**config.mk**
```make
export PLATFORM = sky130hd
export DESIGN_NAME = multicycle_control_unit
export DESIGN_NICKNAME = d
export VERILOG_FILES = /design/src/rtl/multicycle_control_unit.sv
export SDC_FILE = /design/constraint.sdc
export NUM_CORES = 1
export LEC_CHECK = 0
export ABC_AREA = 1
export BUFFER_PORTS_ARGS = -buffer_cell sky130_fd_sc_hd__buf_2
export CORE_ASPECT_RATIO = 1.25
export CORE_MARGIN = 2
export CORE_UTILIZATION = 50
export DETAILED_ROUTE_END_ITERATION = 7
export HOLD_SLACK_MARGIN = 0.06
export PLACE_DENSITY_LB_ADDON = 0.25
export SETUP_SLACK_MARGIN = 0.2
export SLEW_MARGIN = 20
export SYNTH_ARGS = -nofsm -noshare
export SYNTH_HDL_FRONTEND = slang
export SYNTH_SLANG_ARGS = --single-unit
```
**constraint.sdc**
```tcl
create_clock -name clk -period 1.53 [get_ports clk]
set_clock_uncertainty 0.2 [all_clocks]
set_input_delay 0.153 -clock clk [delete_from_list [all_inputs] [get_ports clk]]
set_output_delay 0.153 -clock clk [all_outputs]
set_load 0.05 [all_outputs]
```
**src/rtl/multicycle_control_unit.sv**
```systemverilog
// Multi-cycle RISC-V control FSM: FETCH/DECODE/EXEC/MEM/WB sequencing,
// memory ready handshake with timeout, sticky illegal/timeout trap.
module multicycle_control_unit #(
  parameter int ALUOP_W     = 2,
  parameter int IMMSEL_W    = 3,
  parameter int MEM_TIMEOUT = 15,
  parameter int ENABLE_JAL  = 1
) (
  input  logic                clk,
  input  logic                reset,
  input  logic [6:0]          opcode,
  input  logic                branch_taken,
  input  logic                mem_ready,
  output logic                pc_write,
  output logic                pc_src,
  output logic                ir_write,
  output logic                reg_write,
  output logic                mem_read,
  output logic                mem_write,
  output logic                alu_src,
  output logic [1:0]          mem_to_reg,
  output logic [IMMSEL_W-1:0] imm_sel,
  output logic [ALUOP_W-1:0]  alu_op,
  output logic [2:0]          state,
  output logic                illegal,
  output logic                timeout
);

  localparam int CW = $clog2(MEM_TIMEOUT + 1);
  localparam logic [CW-1:0] TO_V = CW'(MEM_TIMEOUT);

  localparam logic [6:0] OP_R      = 7'b0110011;
  localparam logic [6:0] OP_LOAD   = 7'b0000011;
  localparam logic [6:0] OP_STORE  = 7'b0100011;
  localparam logic [6:0] OP_BRANCH = 7'b1100011;
  localparam logic [6:0] OP_IALU   = 7'b0010011;
  localparam logic [6:0] OP_JAL    = 7'b1101111;

  localparam logic [IMMSEL_W-1:0] IMM_I = IMMSEL_W'(0);
  localparam logic [IMMSEL_W-1:0] IMM_S = IMMSEL_W'(1);
  localparam logic [IMMSEL_W-1:0] IMM_B = IMMSEL_W'(2);
  localparam logic [IMMSEL_W-1:0] IMM_J = IMMSEL_W'(3);

  localparam logic [ALUOP_W-1:0] ALU_ADD  = ALUOP_W'(0);
  localparam logic [ALUOP_W-1:0] ALU_SUB  = ALUOP_W'(1);
  localparam logic [ALUOP_W-1:0] ALU_FN   = ALUOP_W'(2);
  localparam logic [ALUOP_W-1:0] ALU_FNI  = ALUOP_W'(3);

  typedef enum logic [2:0] {
    S_FETCH  = 3'd0,
    S_DECODE = 3'd1,
    S_EXEC   = 3'd2,
    S_MEM    = 3'd3,
    S_WB     = 3'd4,
    S_TRAP   = 3'd5
  } state_t;

  state_t        st;
  logic [CW-1:0] cnt;
  logic [6:0]    op_q;
  logic          illegal_q;
  logic          timeout_q;
  logic          op_legal;

  assign state   = st;
  assign illegal = illegal_q;
  assign timeout = timeout_q;

  // Legality of the opcode currently presented by the instruction register
  always_comb begin
    op_legal = (opcode inside {OP_R, OP_LOAD, OP_STORE,
                               OP_BRANCH, OP_IALU}) ||
               ((ENABLE_JAL != 0) && (opcode == OP_JAL));
  end

  // State sequencing, wait counter, opcode latch and sticky flags
  always_ff @(posedge clk) begin
    if (reset) begin
      st        <= S_FETCH;
      cnt       <= '0;
      op_q      <= '0;
      illegal_q <= 1'b0;
      timeout_q <= 1'b0;
    end else begin
      case (st)
        S_FETCH: begin
          if (mem_ready) begin
            cnt <= '0;
            st  <= S_DECODE;
          end else if (cnt == TO_V) begin
            st        <= S_TRAP;
            timeout_q <= 1'b1;
          end else begin
            cnt <= cnt + CW'(1);
          end
        end
        S_DECODE: begin
          op_q <= opcode;
          cnt  <= '0;
          if (op_legal) begin
            st <= S_EXEC;
          end else begin
            st        <= S_TRAP;
            illegal_q <= 1'b1;
          end
        end
        S_EXEC: begin
          cnt <= '0;
          if (op_q == OP_LOAD || op_q == OP_STORE)
            st <= S_MEM;
          else if (op_q == OP_BRANCH)
            st <= S_FETCH;
          else
            st <= S_WB;
        end
        S_MEM: begin
          if (mem_ready) begin
            cnt <= '0;
            st  <= (op_q == OP_LOAD) ? S_WB : S_FETCH;
          end else if (cnt == TO_V) begin
            st        <= S_TRAP;
            timeout_q <= 1'b1;
          end else begin
            cnt <= cnt + CW'(1);
          end
        end
        S_WB: begin
          cnt <= '0;
          st  <= S_FETCH;
        end
        S_TRAP: begin
          st <= S_TRAP;
        end
        default: begin
          cnt <= '0;
          st  <= S_FETCH;
        end
      endcase
    end
  end

  // Datapath enables from current state and latched opcode
  always_comb begin
    pc_write   = 1'b0;
    pc_src     = 1'b0;
    ir_write   = 1'b0;
    reg_write  = 1'b0;
    mem_read   = 1'b0;
    mem_write  = 1'b0;
    alu_src    = 1'b0;
    mem_to_reg = 2'b00;
    imm_sel    = IMM_I;
    alu_op     = ALU_ADD;
    case (st)
      S_FETCH: begin
        mem_read = 1'b1;
        if (mem_ready) begin
          ir_write = 1'b1;
          pc_write = 1'b1;
        end
      end
      S_EXEC: begin
        case (op_q)
          OP_R: begin
            alu_op = ALU_FN;
          end
          OP_IALU: begin
            alu_src = 1'b1;
            imm_sel = IMM_I;
            alu_op  = ALU_FNI;
          end
          OP_LOAD: begin
            alu_src = 1'b1;
            imm_sel = IMM_I;
          end
          OP_STORE: begin
            alu_src = 1'b1;
            imm_sel = IMM_S;
          end
          OP_BRANCH: begin
            imm_sel  = IMM_B;
            alu_op   = ALU_SUB;
            pc_src   = 1'b1;
            pc_write = branch_taken;
          end
          OP_JAL: begin
            imm_sel  = IMM_J;
            pc_src   = 1'b1;
            pc_write = 1'b1;
          end
          default: ;
        endcase
      end
      S_MEM: begin
        mem_read  = (op_q == OP_LOAD);
        mem_write = (op_q == OP_STORE);
      end
      S_WB: begin
        reg_write = 1'b1;
        if (op_q == OP_LOAD)
          mem_to_reg = 2'b01;
        else if (op_q == OP_JAL)
          mem_to_reg = 2'b10;
      end
      default: ;
    endcase
  end

endmodule

```
==> impl_metrics.tcl, run 1 <==
set metrics [dict create \
    terminating_stage_of_the_flow "5_1_grt" \
    ctsRootBufferMaster "sky130_fd_sc_hd__clkbuf_4" \
    boundaryPins 30 \
    cts_made_buffers 3 \
    timing.worst_endpoint.kind "primary output" \
    syn_area_per_cell_um2 6.61 \
    cts_num_sinks 16 \
    run_status "stopped before the end" \
    netlist_instances 150 \
    place.detailed.instances 219 \
    yosys_warnings 0 \
    grt_max_degree 10 \
    flip_flop_and_latch_count_after_synthesis 16 \
    place.detailed.hpwl_mm 2.25 \
    die_height_um 53.8 \
    post_synth_design_cell_area_um2 992 \
    htree_levels 1 \
    proportion_of_synthesized_chip_area_in_sequential_cells_pct 32.3 \
    floorplan.initialDensity_pct 51.8 \
    ctsLongestPathBuffers 2 \
    crit_endpoint "alu_src" \
    firstError "[ERROR DPL-0038] Utilization greater than 100%, impossible to legalize" \
    syn-num-nets 162 \
    unique_cell_type_count_in_the_yosys_netlist 27 \
    placer_congestion_estimate 0.848 \
    portBuffers 28 \
    floorplan.rows 18 \
    die_width_um 43.8 \
]
per-stage QoR:
stage / instance area (µm²) / hold slack [ns] / setup WS [ns] / utilization (%)
after floorplan: 1130 / 0.0157 / -0.423 / -
after global placement: 1470 / 0.201 / -0.131 / 76.6
after detailed placement: 1470 / 0.210 / -0.175 / 76.6
after CTS: 1830 / 0.0855 / -0.327 / 95.7
what timing repair did:
item,CTS
endpoints found under the setup margin,31
hold endpoints to repair,14
pin swaps,17
gates resized for setup,66
hold buffers,8
setup buffers,6
cells by family after synthesis:
group           share of synthesized area, %
simple gates                            41.9
other cells                            0.378
compound gates                          13.2
fa+ha+maj                               1.26
flops                                   32.3
buf+inv                                 11.0
Yosys cell counts:
cell type	n	area (µm²)
sky130_fd_sc_hd__a21boi_1	1	7.51
sky130_fd_sc_hd__a21boi_2	1	11.3
sky130_fd_sc_hd__a21oi_1	12	60.1
sky130_fd_sc_hd__buf_4	1	7.51
sky130_fd_sc_hd__conb_1	1	3.75
sky130_fd_sc_hd__dfxtp_1	16	320
sky130_fd_sc_hd__ha_1	1	12.5
sky130_fd_sc_hd__inv_1	23	86.3
sky130_fd_sc_hd__inv_2	4	15.0
sky130_fd_sc_hd__nand2_1	28	105
sky130_fd_sc_hd__nand2_2	2	12.5
sky130_fd_sc_hd__nand2_4	1	11.3
sky130_fd_sc_hd__nand3_1	11	55.1
sky130_fd_sc_hd__nand3_2	3	30.0
sky130_fd_sc_hd__nand3_4	1	17.5
sky130_fd_sc_hd__nand3b_1	1	7.51
sky130_fd_sc_hd__nand4_1	7	43.8
sky130_fd_sc_hd__nor2_1	19	71.3
sky130_fd_sc_hd__nor2_2	2	12.5
sky130_fd_sc_hd__nor3_1	2	10.0
sky130_fd_sc_hd__nor3_2	1	10.0
sky130_fd_sc_hd__nor3_4	1	16.3
sky130_fd_sc_hd__o211ai_2	1	12.5
sky130_fd_sc_hd__o21ai_0	7	35.0
sky130_fd_sc_hd__o21ai_1	1	5.00
sky130_fd_sc_hd__or2_1	1	6.26
sky130_fd_sc_hd__or2_2	1	6.26
==> run 2, diff against run 1 <==
- CORE_AREA: not set -> 2 2 63 65
- CORE_ASPECT_RATIO: 1.25 -> not set
- CORE_MARGIN: 2 -> not set
- CORE_UTILIZATION: 50 -> not set
- DIE_AREA: not set -> 0 0 65 67
- HOLD_SLACK_MARGIN: 0.06 -> not set
- PLACE_DENSITY_LB_ADDON: 0.25 -> 0.15
- SETUP_SLACK_MARGIN: 0.2 -> not set
==> run 2 against run 1 <==
The flow now finishes, with violations (setup timing). Area after synthesis unchanged. Synthesized cell count unchanged.
==> impl_metrics.tcl, run 2 <==
set metrics [dict create \
    run_status "complete, but fails checks" \
    violations_in_the_final_reports "setup timing" \
    grt_setup_unrepaired "yes" \
    irDropWorstVdd_v 0.000656 \
    detail_route.vias_per_cell 4.35 \
    netlist_instances 150 \
    synth.largest_area_cell "sky130_fd_sc_hd__dfxtp_1" \
    overflow 0 \
    globalRouteTotalUtil_pct 13.2 \
    synth.area.top_cells "sky130_fd_sc_hd__dfxtp_1 (32%), sky130_fd_sc_hd__nand2_1 (11%), sky130_fd_sc_hd__inv_1 (8.7%), sky130_fd_sc_hd__nor2_1 (7.2%), sky130_fd_sc_hd__a21oi_1 (6.1%)" \
    layout-area-overhead-vs-synth_pct 88.1 \
    timing.critical_path.arrival_ns 1.45 \
    ys_dominant_reg_cell "sky130_fd_sc_hd__dfxtp_1" \
    cts.clk_slew.worst_paths_ns 0.06 \
    tritoncts_clock_tree "yes" \
    finalNetCount 232 \
    layout.cells.most_common_list "sky130_fd_sc_hd__buf_4 (26), sky130_fd_sc_hd__inv_1 (19), sky130_fd_sc_hd__nand2_1 (17), sky130_fd_sc_hd__nor2_1 (15), sky130_fd_sc_hd__buf_2 (15)" \
    maxSlewViolCount 0 \
    synth-edff-count 0 \
    boundaryPins 30 \
    crit_slowest_cell "sky130_fd_sc_hd__dfxtp_4" \
    fillers 365 \
    endpoint_class_of_the_critical_path "primary output" \
    worstSetupPathType "reg -> out" \
    largest_register_ff_count 7 \
    share_comb_of_total_power_pct 44.3 \
    critical_path_buf_inv_count 3 \
    final_antenna_net_count 0 \
    final_layout_size_suffix_gt1_share_pct 54.3 \
    crit_path_max_incr_delay_ns 0.36 \
    syn-num-nets 162 \
    place.detailed.hpwl_mm 2.17 \
    min_period_over_period_pct 118 \
    p_sw_share_pct 37.2 \
    floorplan.rows 22 \
    placer_congestion_estimate 0.859 \
    required_ns 1.18 \
    cts_made_buffers 3 \
    final_antenna_diode_count 0 \
    timing.final.hold_violations 0 \
    portBuffers 28 \
    ctsLongestPathBuffers 2 \
    hold_path.class "in -> reg" \
    unique_cell_type_count_in_the_yosys_netlist 27 \
    die_width_um 65 \
    core_area_mm2 0.00361 \
    yosys.cell_count.top_type "sky130_fd_sc_hd__nand2_1" \
    synth_top_area_share_pct 32.3 \
    proportion_of_synthesized_chip_area_in_sequential_cells_pct 32.3 \
    detail_route.iter0.violations 34 \
    post_synth_design_cell_area_um2 992 \
    die_height_um 67 \
    async_set_or_reset_flop_fraction_in_the_synthesized_netlist_pct 0 \
    worst_path_dominant_cell_family "simple AND/OR/NAND/NOR gates" \
    fp.dieArea_mm2 0.00436 \
    setup_viol 13 \
    worst_skew_pair.late_latency_ns 0.25 \
    detail_route.first_pass.iterations 4 \
    finalWorstPathRequiredPeriod_ns 1.81 \
    crit_path_max_fanout 3 \
    drcViolationCount 0 \
    layout_setup_ws_ns -0.275 \
    syn_area_per_cell_um2 6.61 \
    largest-register "op_q" \
    power_density_mw_per_mm2 792 \
    cts_num_sinks 16 \
    crit_chain "buf_6, buf_4, nand4_1, or2_4, nand3b_1, buf_6" \
    clock_power_share_pct 21.3 \
    detailroute.via_count 1161 \
    ctsRootBufferMaster "sky130_fd_sc_hd__clkbuf_8" \
    final_core_util_pct 51.8 \
    grt_max_degree 10 \
    achievable-frequency_mhz 554 \
    grt_pass1_vias 1085 \
    p_int_w 0.000929 \
    antenna_violations_before_repair 0 \
    critPathLaunchType "flip-flop" \
    final_common_cell "sky130_fd_sc_hd__buf_4" \
    finalSetupTns_ns -2.59 \
    htree_levels 1 \
    flip_flop_and_latch_count_after_synthesis 16 \
    wire_per_inst_um 10.0 \
    p_seq_share_pct 34.4 \
    grt_pass1_wl_mm 4.49 \
    whs_ns 0.0257 \
    wl_mm 2.67 \
    floorplan.initialDensity_pct 27.5 \
    power.leakage_nw 0.870 \
    ff2ff_setup_slack_ns 0.06 \
    p_sw_w 0.000551 \
    cp_common_cell "sky130_fd_sc_hd__buf_6" \
    maxCapViolCount 0 \
    synthTopCellsByCount "sky130_fd_sc_hd__nand2_1 (28), sky130_fd_sc_hd__inv_1 (23), sky130_fd_sc_hd__nor2_1 (19)" \
    yosys_warnings 0 \
]
-- run 2: cell type report --
cell class / instances / area (µm²) / area share (%)
clock buffers: 3 / 41.3 / 2.21
clock inverters: 1 / 3.75 / 0.201
inverters: 27 / 111 / 5.97
multi-input cells: 106 / 728 / 39.0
flip-flops and latches: 16 / 344 / 18.4
well taps: 48 / 60.1 / 3.22
repair buffers: 66 / 578 / 31.0
-- run 2: power groups by stage --
stage,logic (W),clock network [W],registers (W)
3_3_place_gp,0.000538,0,0.000507
4_1_cts,0.000632,0.000323,0.000502
2_1_floorplan,0.000302,0,0.000560
6_report,0.000656,0.000315,0.000508
3_5_place_dp,0.000543,0,0.000510
5_1_grt,0.000713,0.000342,0.000516
-- run 2: logic make-up (layout without fill, tap and decap cells) --
kind of cell / Yosys count / count (layout) / synth area share [%]
simple gates: 81 / 81 / 41.9
buf+inv: 28 / 97 / 11.0
compound gates: 23 / 23 / 13.2
flops: 16 / 16 / 32.3
fa+ha+maj: 1 / 1 / 1.26
other cells: 1 / 1 / 0.378
-- run 2: path summary, 6_finish.rpt --
path,from,end,depth (start not counted)
min reg2reg,timeout$_SDFFE_PP0P_,timeout$_SDFFE_PP0P_,2
min,opcode[5],op_q[5]$_SDFFE_PP0P_,3
max reg2reg,state[2]$_SDFF_PP0_,cnt[0]$_SDFFE_PP0P_,7
max,op_q[3]$_SDFFE_PP0P_,pc_write,6
-- run 2: per-layer routing --
metal  share of wire (%)  track usage [%]
met1                  46             16.7
met2                  50             22.9
met3                 3.2             2.03
met4                0.82             4.52
met5                   0                0
-- run 2: stage by stage --
step	setup slack, ns	total power (W)	std cells	instance area, µm²
global route	-0.347	0.00157	267	1870
finish	-0.275	0.00148	267	1870
global placement	-0.152	0.00105	250	1510
floorplan	-0.423	0.000862	150	1130
detailed placement	-0.179	0.00105	250	1510
CTS	-0.306	0.00146	265	1800
-- run 2: tightest hold or removal path, stage by stage --
cell,delay [ns]
sky130_fd_sc_hd__buf_2,0.09
sky130_fd_sc_hd__o21ai_0,0.08
sky130_fd_sc_hd__a21oi_1,0.10
-- run 2: repair_timing --
item | in CTS | in global routing
pin swaps | 12 | 12
hold endpoints to repair | 10 | 0
buffers inserted | 5 | 4
hold buffers | 6 | 0
endpoints found under the setup margin | 16 | 20
resized for setup | 45 | 18
Power figures use the tool's default switching activity.
